`src/rtl/serial_comparator.sv`:
```
// serial_comparator: MSB-first digit-serial magnitude compare with
// start/busy/done handshake, unsigned or two's-complement operands.
module serial_comparator #(
    parameter int WIDTH      = 8,
    parameter int DIGIT      = 1,
    parameter int EARLY_EXIT = 1
) (
    input  logic                          clk,
    input  logic                          rst,
    input  logic                          start,
    input  logic [WIDTH-1:0]              A,
    input  logic [WIDTH-1:0]              B,
    input  logic                          is_signed,
    output logic                          busy,
    output logic                          done,
    output logic                          f1,
    output logic                          f2,
    output logic                          f3,
    output logic [$clog2(WIDTH/DIGIT):0]  cycles
);

    localparam int N  = WIDTH / DIGIT;
    localparam int CW = $clog2(N) + 1;

    typedef enum logic {IDLE, CMP} state_t;

    state_t           state;
    logic [WIDTH-1:0] a_r;
    logic [WIDTH-1:0] b_r;
    logic [CW-1:0]    cnt;
    logic             rec;
    logic             gt_r;
    logic             lt_r;

    logic [DIGIT-1:0] da;
    logic [DIGIT-1:0] db;
    logic             diff;
    logic             nrec;
    logic             ngt;
    logic             nlt;
    logic             last;
    logic [CW-1:0]    cnt_nx;
    logic [WIDTH-1:0] msb;

    // operands shift left each cycle so the live digit is always on top
    always_comb begin
        msb    = {is_signed, {(WIDTH-1){1'b0}}};
        da     = a_r[WIDTH-1 -: DIGIT];
        db     = b_r[WIDTH-1 -: DIGIT];
        diff   = (da != db);
        nrec   = rec | diff;
        ngt    = rec ? gt_r : (diff & (da > db));
        nlt    = rec ? lt_r : (diff & (da < db));
        cnt_nx = cnt + CW'(1);
        last   = ((EARLY_EXIT != 0) && diff) || (cnt == CW'(N - 1));
    end

    always_ff @(posedge clk or posedge rst) begin
        if (rst) begin
            state  <= IDLE;
            a_r    <= '0;
            b_r    <= '0;
            cnt    <= '0;
            rec    <= 1'b0;
            gt_r   <= 1'b0;
            lt_r   <= 1'b0;
            busy   <= 1'b0;
            done   <= 1'b0;
            f1     <= 1'b0;
            f2     <= 1'b0;
            f3     <= 1'b0;
            cycles <= '0;
        end else begin
            done <= 1'b0;
            unique case (state)
                IDLE: begin
                    if (start) begin
                        a_r   <= A ^ msb;
                        b_r   <= B ^ msb;
                        cnt   <= '0;
                        rec   <= 1'b0;
                        gt_r  <= 1'b0;
                        lt_r  <= 1'b0;
                        busy  <= 1'b1;
                        state <= CMP;
                    end
                end
                CMP: begin
                    a_r  <= a_r << DIGIT;
                    b_r  <= b_r << DIGIT;
                    cnt  <= cnt_nx;
                    rec  <= nrec;
                    gt_r <= ngt;
                    lt_r <= nlt;
                    if (last) begin
                        f1     <= ngt;
                        f2     <= ~nrec;
                        f3     <= nlt;
                        cycles <= cnt_nx;
                        done   <= 1'b1;
                        busy   <= 1'b0;
                        state  <= IDLE;
                    end
                end
                default: state <= IDLE;
            endcase
        end
    end

endmodule

```
`config.mk`:
```
export PLATFORM = sky130hd
export DESIGN_NAME = serial_comparator
export DESIGN_NICKNAME = d
export VERILOG_FILES = /design/src/rtl/serial_comparator.sv
export SDC_FILE = /design/constraint.sdc
export NUM_CORES = 1
export LEC_CHECK = 0
export CORE_MARGIN = 8
export CORE_UTILIZATION = 30
export CTS_CLUSTER_SIZE = 24
export DETAILED_ROUTE_END_ITERATION = 10
export GPL_TIMING_DRIVEN = 0
export PLACE_DENSITY = 0.51
export SETUP_SLACK_MARGIN = 0.4
export SLEW_MARGIN = 20
export SYNTH_ARGS = -nofsm -noshare
export SYNTH_HDL_FRONTEND = slang
export SYNTH_SLANG_ARGS = --single-unit
```
`constraint.sdc`:
```
create_clock -name clk -period 1.6 [get_ports clk]
set_input_delay 0.24 -clock clk [delete_from_list [all_inputs] [get_ports clk]]
set_output_delay 0.24 -clock clk [all_outputs]
set_load 0.05 [all_outputs]
```
Word level (Yosys, flattened, before mapping)
Index checks and enable logic that the tools add are counted.
W data, S select, Z words.

operators by class
  add/sub/neg operators = 1
  magnitude comparators = 2
  equal/unequal tests = 4
  multiplexer cells = 20
  bitwise operators = 7
  reduce and logical (&&, ||, !) cells = 3

operators by type and width
  operator               number
  $pmux W8 S2            2
  $mux W8                2
  $xor A8 B8 Y8          2
  $pmux W1 S2            5
  $mux W1                9
  $pmux W4 S2            1
  $add A4 B1 Y4 const B  1
  $eq A4 B3 Y1 const B   1
  $mux W4                1
  $reduce_and A2 Y1      2
  $and A1 B1 Y1          2
  $ne A2 B1 Y1 const B   1
  $ne A2 B2 Y1 const B   1
  $not A1 Y1             2
  $gt A1 B1 Y1           1
  $logic_or A1 B1 Y1     1
  $lt A1 B1 Y1           1
  $ne A1 B1 Y1           1
  $or A1 B1 Y1           1

storage, ports and cells
  flip-flop bits (word level) = 33
  input bits = 20
  output and inout port bits = 9
  word-level logic and storage cells = 50

Depth between registers and ports, before layout
Gate-level depths: netlist of the first run.

  depth in word-level cells = 4
  depth in mapped cells = 5
  depth with buffers taken out = 5

Worst setup path after synthesis of the first run
No wires, ideal clock.

  kind = reg2reg
  from = register a_r[7]
  to = register cycles[3]
  setup time = 124 ps
  arrival time = 1345 ps
  data required time = 1476 ps
  slack = 131 ps
  stages on the path, launching flop included = 6
  path buffers = 0
  period minus slack after synthesis = 1469 ps
  path through = dfrtp_1 inv_1 ha_1 a21bo_2 nor3b_1 a211o_1

on the way
  word-level cells in the longest chain between the ends = 3

RTL lines
  element                      RTL line  text
  from (decl)                  28        logic [WIDTH-1:0] a_r;
  from (signal assigned)       78        a_r <= A ^ msb;
  from (signal assigned)       89        a_r <= a_r << DIGIT;
  $ne A1 B1 Y1                 50        diff = (da != db);
  $logic_or A1 B1 Y1           55        last = ((EARLY_EXIT != 0) && diff) || (cnt == CW'(N - 1));
  $reduce_and A2 Y1 (no line)  n/a
  to (signal assigned)         99        cycles <= cnt_nx;
  to (decl)                    19        output logic [$clog2(WIDTH/DIGIT):0] cycles

No other way between the ends.
A chain may end at the register's enable or synchronous reset.

Worst setup path after layout of the first run
  from = register b_r[7]
  to = register cycles[3]

on the way
  word-level cells in the longest chain between the ends = 3

RTL lines
  element                      RTL line  text
  from (decl)                  29        logic [WIDTH-1:0] b_r;
  from (signal assigned)       79        b_r <= B ^ msb;
  from (signal assigned)       90        b_r <= b_r << DIGIT;
  $ne A1 B1 Y1                 50
  $logic_or A1 B1 Y1           55
  $reduce_and A2 Y1 (no line)  n/a

No other way between the ends.

==> metrics, run 1 <==
status completed; CP Class flip-flop to flip-flop; Clock Latency Late Sink about 0.28 ns; deepest clock path buffer count 2; Synth-to-Final Area Change 42.1%; final net count around 210; drt pass-1 iters 4; Total Routing Usage GR 9.74%; net count after synthesis 158; drc violations 0; unrepaired setup endpoints after global routing true; die area 7590 um2; first-pass GRT wire length 5830 um; routability congestion estimate 0.707; pwr dens 1970 nW/um2; RR Startpoint b_r[7]$_DFFE_PP0P_; adder-cell area share of the yosys netlist 2.47%; clock-pin slew on the worst setup and hold paths ~0.07 ns; leak pwr between 1 and 1.5 nW; CTS tree built; largest net degree at the start of global routing 34; Cells after Synth 135; worst-margin pin slew between 0.6 and 0.7 ns; Layout fillers between 400 and 500; Seq/Total Area, Yosys roughly 54%; Synth Register Bits 33; io pins 29; Non-Filler Instances between 200 and 300; mux contribution to synthesized area between 10% and 20%; Period minus WS final 1.41 ns; Hold Crit Class input port to flip-flop; fin crit share between 80 and 90%; Final ANT Viol Nets 0; Final setup viols 0; Peak Freq 707 MHz; drt via density 4.54; initial drt markers 31; Remaining Overflow, GRT 0; post-synth top area share approximately 54%; area leader, netlist dfrtp_1; Die Y roughly 87 um; dpl cells roughly 230; Rel. slew slack between 50% and 60%; Ant. Diodes 0; worst setup path startpoint b_r[7]$_DFFE_PP0P_; flop2flop setup slack approximately 0.19 ns; num rows 26; unique cell type count in the Yosys netlist 25; worst hold margin ~0.32 ns; Port Buffer Count 28; CTS H-tree depth 2; vias about 1200; number of global-route vias before repair between 1000 and 1500; Yosys warnings 0; max cap viols 0; crit-path max FO 5; share of cells above drive strength 1 between 20 and 30%; Synth Area in Compound Gates between 10% and 20%; skew final approximately 0.0062 ns; initial core utilization 30.3%; main combinational cell family by area after synthesis multiplexers; DIE WIDTH approximately 87 um; Required @ worst endpoint 1.77 ns; antenna violations before repair 0; Peak supply drop between 0.5 and 0.6 mV; Post-Route WL 3400 um; wire length per cell around 13 um; Area contributors post-synth dfrtp_1 (54%), mux2i_1 (12%), o21ai_0 (5.9%); post-DP HPWL roughly 2400 um; CP arrival 1.59 ns; CTS sink count 33; core area 5010 um2; syn_area_per_cell 11.2 um2; Slew Limit Fails 0; Fin. Hold Viols 0; CP endpoint kind flip-flop; CP startpoint kind flip-flop; Hold Startpoint start; Num CTS Buffers 5; synthesized cell area between 1500 and 2000 um2; root buffer cell clkbuf_8; simple-gate share of the synthesized area between 8 and 9%; Synth Area in XOR/XNOR about 1.7%
[cell usage in the layout (no fill, tap or decap), drive strengths merged]
cell type,instances
nor2b,2
nor2,5
ha,3
a21o,2
xor2,3
nand4,1
clkinv,1
a21bo,1
a22o,3
nor3b,1
clkbuf,12
a21oi,2
dfrtp,33
a21boi,1
nand2,20
inv,6
dlymetal6s2s,1
clkdlybuf4s50,18
a211o,1
nand3,1
buf,23
mux2,7
o21ai,18
nand3b,1
mux2i,18
[state kept, by name (all words and copies together), names as in the netlist]
name,count
a_r,8
b_r,8
cnt,4
cycles,4
busy,1
done,1
f1,1
f2,1
f3,1
gt_r,1
lt_r,1
rec,1
state,1
[power by group]
part	internal [mW]	switching (mW)	total, mW	leakage (nW)
logic	1.05	1.09	2.14	0.589
registers	1.19	0.230	1.42	0.418
clock network	0.389	0.298	0.686	0.0542
[worst paths after layout]
kind	endpoint	cells past startpoint
max in group asynchronous	cnt[0]$_DFFE_PP0P_	2
worst max register to register	cycles[3]$_DFFE_PP0P_	4
worst min register to register	b_r[7]$_DFFE_PP0P_	2
worst min-delay path	state$_DFF_PP0_	3
worst max-delay path	cycles[3]$_DFFE_PP0P_	4
min in group asynchronous	f1$_DFFE_PP0P_	2
[cell usage after synthesis]
cell and instances:
dfrtp_1 33, nand2_1 20, mux2i_1 18, o21ai_0 18, inv_1 6, mux2_2 6
nor2_1 5, a22o_1 3, clkbuf_1 3, ha_1 3, xor2_1 3, a21o_1 2
buf_4 2, nor2b_1 2, a211o_1 1, a21bo_2 1, a21boi_0 1, a21oi_1 1
a21oi_4 1, buf_2 1, mux2_1 1, nand3_1 1, nand3b_2 1, nand4_1 1
nor3b_1 1
[metrics by stage]
| stage | area, um2 | total power [mW] | util, % | TNS (ns) | setup slack [ns] |
|---|---|---|---|---|---|
| finish | 2160 | 4.25 | 43.1 | 0 | 0.185 |
| global route | 2160 | 4.54 | 43.1 | 0 | 0.123 |
| CTS | 2130 | 4.20 | 42.5 | 0 | 0.178 |
| detailed placement | 1940 | 3.27 | 38.7 | -0.290 | -0.0703 |
| global placement | 1940 | 3.22 | 38.7 | -5.55 | -0.168 |
| floorplan | 1570 | 2.75 | - | 0 | 0.199 |
[worst max-delay path: stages (launching register included)]
cell and delay, ns:
dfrtp_1 0.41, ha_4 0.32, a21bo_4 0.23, nor3b_1 0.13, a211o_1 0.22
[layout make-up]
cell class	count	area, um2	share of cell area (%)
Timing Repair Buffer	41	365	16.9
Clock buffer	7	96.3	4.47
Inverter	6	22.5	1.04
Tap cell	70	87.6	4.06
Sequential cell	33	827	38.3
Buffer	6	47.5	2.20
Clock inverter	1	5.00	0.232
Multi-Input combinational cell	90	706	32.7
[layer usage]
layer	global-route usage, %	wire length, um
met1	11.0	1560
met2	15.8	1550
met3	4.43	237
met4	3.44	54
met5	0	0
[timing repair]
| item | in CTS | in global routing |
|---|---|---|
| hold endpoints to repair | 0 | 0 |
| endpoints found under the setup margin | 35 | 18 |
| resized for setup | 52 | 10 |
| buffers inserted | 12 | 1 |
| pin swaps | 4 | 1 |
| gates cloned | 0 | 0 |
| hold buffers | 0 | 0 |
[logic make-up (layout without fill, tap and decap cells)]
logic type,Yosys count,in the layout
AOI/OAI and AO/OA,28,28
adders and majority gates,3,3
buffers and inverters,12,61
muxes,25,25
DFF,33,33
xor gates and xnor gates,3,3
and+or+nand+nor,31,31
(Power assumes the default switching activity.)
==> run 2: changes to the inputs <==
- SKIP_LAST_GASP: default -> 1
==> results of run 2 <==
Same layout as run 1: the final DEF is identical, and so are final timing and power.
==> run 3: changes to the inputs <==
- ABC_AREA: default -> 1
- GPL_ROUTABILITY_DRIVEN: default -> 0
==> metrics, run 3 <==
area of the multi-input gates ~640 um2; Post-CTS Hold Buffers 0; Hold Crit Class input port to async pin; Slew Limit Fails 0; wire length per cell approximately 12 um; Seq/Total Area, Yosys 55.5%; most common cell after layout, fill and taps aside nand2_1; largest net degree at the start of global routing 34; area leader, netlist dfrtp_1; synthesized cell area 1490 um2; WP buf/inv 1; drc violations 0; total power between 3 and 4 mW; max cap viols 0; unique cell type count in the Yosys netlist 23; Worst path max stage delay between 0.3 and 0.4 ns; leak pwr ~0.94 nW; status completed; CTS H-tree depth 2; worst-margin pin slew between 0.7 and 0.8 ns; unrepaired setup endpoints after global routing true; Synth Register Bits 33; initial core utilization 31.3%; Port Buffer Count 28; Required @ worst endpoint 1.36 ns; top-count cell post-synth nand2_1; Layout fillers roughly 500; Total Routing Usage GR between 9 and 10%; Final ANT Viol Nets 0; post-synth top area share 55.5%; die area roughly 7500 um2; antenna violations before repair 0; core area 4750 um2; Worst path depth 1; Remaining Overflow, GRT 0; most instantiated cells after synthesis nand2_1 (64), dfrtp_1 (33), nand3_1 (18); deepest clock path buffer count 2; Area contributors post-synth dfrtp_1 (56%), nand2_1 (16%), nand3_1 (6.1%); delay-heaviest family, CP flip-flops; CP startpoint kind flip-flop; Ant. Diodes 0; Top Registers a_r (8), b_r (8); vias roughly 1200; CP Class flip-flop to output port; Period minus WS final around 1.2 ns; Cells after Synth 162; Rel. slew slack roughly 53%; fin crit share approximately three quarters; Fin. Hold Viols 0; share of cells above drive strength 1 about a fifth; syn_area_per_cell between 9 and 10 um2; final net count between 200 and 250; CP arrival approximately 0.95 ns; crit-path max FO 2; post-DP HPWL roughly 2400 um; final design utilization 41.7%; CTS sink count 33; Post-Route WL about 3300 um; drt pass-1 iters 4; first-pass GRT wire length 5730 um; Post-synth EDFFs 0; skew final between 0.002 and 0.003 ns; number of global-route vias before repair approximately 1300; CTS tree built; Fin Setup TNS 0 ns; leading cell types in the layout, fill and taps excluded nand2_1 (61), dfrtp_1 (32), clkdlybuf4s50_1 (19); DIE WIDTH between 80 and 90 um; Reg area 827 um2; reg2reg path depth 5; Clock Latency Late Sink 0.28 ns; pwr dens about 2000 nW/um2; slowest stage cell on the critical path dfrtp_1; Yosys warnings 0; initial drt markers 50; root buffer cell clkbuf_8; CP Cell Sequence buf_2; drt via density between 4 and 5; Die Y slightly below 90 um; FFs w/ async S/R, synth between 90% and 100%; clock-pin slew on the worst setup and hold paths 0.07 ns; Num CTS Buffers 5; CP endpoint kind output port; Final setup viols 0; Synth-to-Final Area Change 33.3%; net count after synthesis 185; Peak supply drop ~0.56 mV; final instance area around 2000 um2; io pins 29; num rows 25; Post-DP Area approximately 1900 um2; predominant post-synthesis flop cell dfrtp_1; Peak Freq around 840 MHz
==> run 3: cell count changes after synthesis, sizes merged, moves of 3 or more <==
cell,delta
buf,+3
clkbuf,-3
mux2,-7
mux2i,-18
nand2,+47
nand3,+18
inv,+5
o21ai,-10
==> run 3: cell families after synthesis <==
logic type      after synthesis  synth area share (%)
fa+ha+maj                     3                  2.52
simple gates                 91                  27.3
xor+xnor                      3                  1.77
compound gates               15                  6.48
buf+inv                      17                  6.39
flops                        33                  55.5
==> run 3: repair_timing <==
item	4_1_cts	5_1_grt
gates resized for setup	47	11
endpoints found under the hold margin	0	0
setup buffers	1	2
setup endpoints to repair	17	8
pin swaps	0	6
==> run 3: where the power goes <==
part	switching [mW]	internal, mW
Sequential	0.222	1.19
Combinational	1.22	0.727
Clock	0.293	0.309
Total	1.74	2.23
==> run 3: final timing paths <==
path	start	endpoint	slack (ns)
max	busy$_DFFE_PP0P_	busy	0.41
min	rst	cnt[2]$_DFFE_PP0P_	0.38
max reg2reg	b_r[7]$_DFFE_PP0P_	cycles[1]$_DFFE_PP0P_	0.41
min reg2reg	cycles[0]$_DFFE_PP0P_	cycles[0]$_DFFE_PP0P_	0.46
max in group asynchronous	rst	cnt[1]$_DFFE_PP0P_	0.72
min in group clk	cycles[0]$_DFFE_PP0P_	cycles[0]$_DFFE_PP0P_	0.46
==> run 3: through the flow <==
stage,setup WS [ns],std cells,hold WS [ns]
floorplan,0.453,162,0.360
global placement,-0.148,257,0.454
detailed placement,0.193,257,0.460
CTS,0.412,266,0.414
global route,0.374,268,0.459
finish,0.413,268,0.385
==> run 3: routing by layer <==
metal,global-route usage (%),share of wire (%),vias up
li1,-,-,595
met1,11.0,45,536
met2,15.4,45,33
met3,4.91,8.5,6
met4,3.60,1.5,0
met5,0,0,-
==> run 3: cell type report <==
cell class              count  area share [%]
plain buffers               6            2.59
multi-input cells         112            32.2
repair buffers             31            13.0
well taps                  67            4.23
inverters                  11            2.21
flip-flops and latches     33            41.7
clock buffers               8            4.04
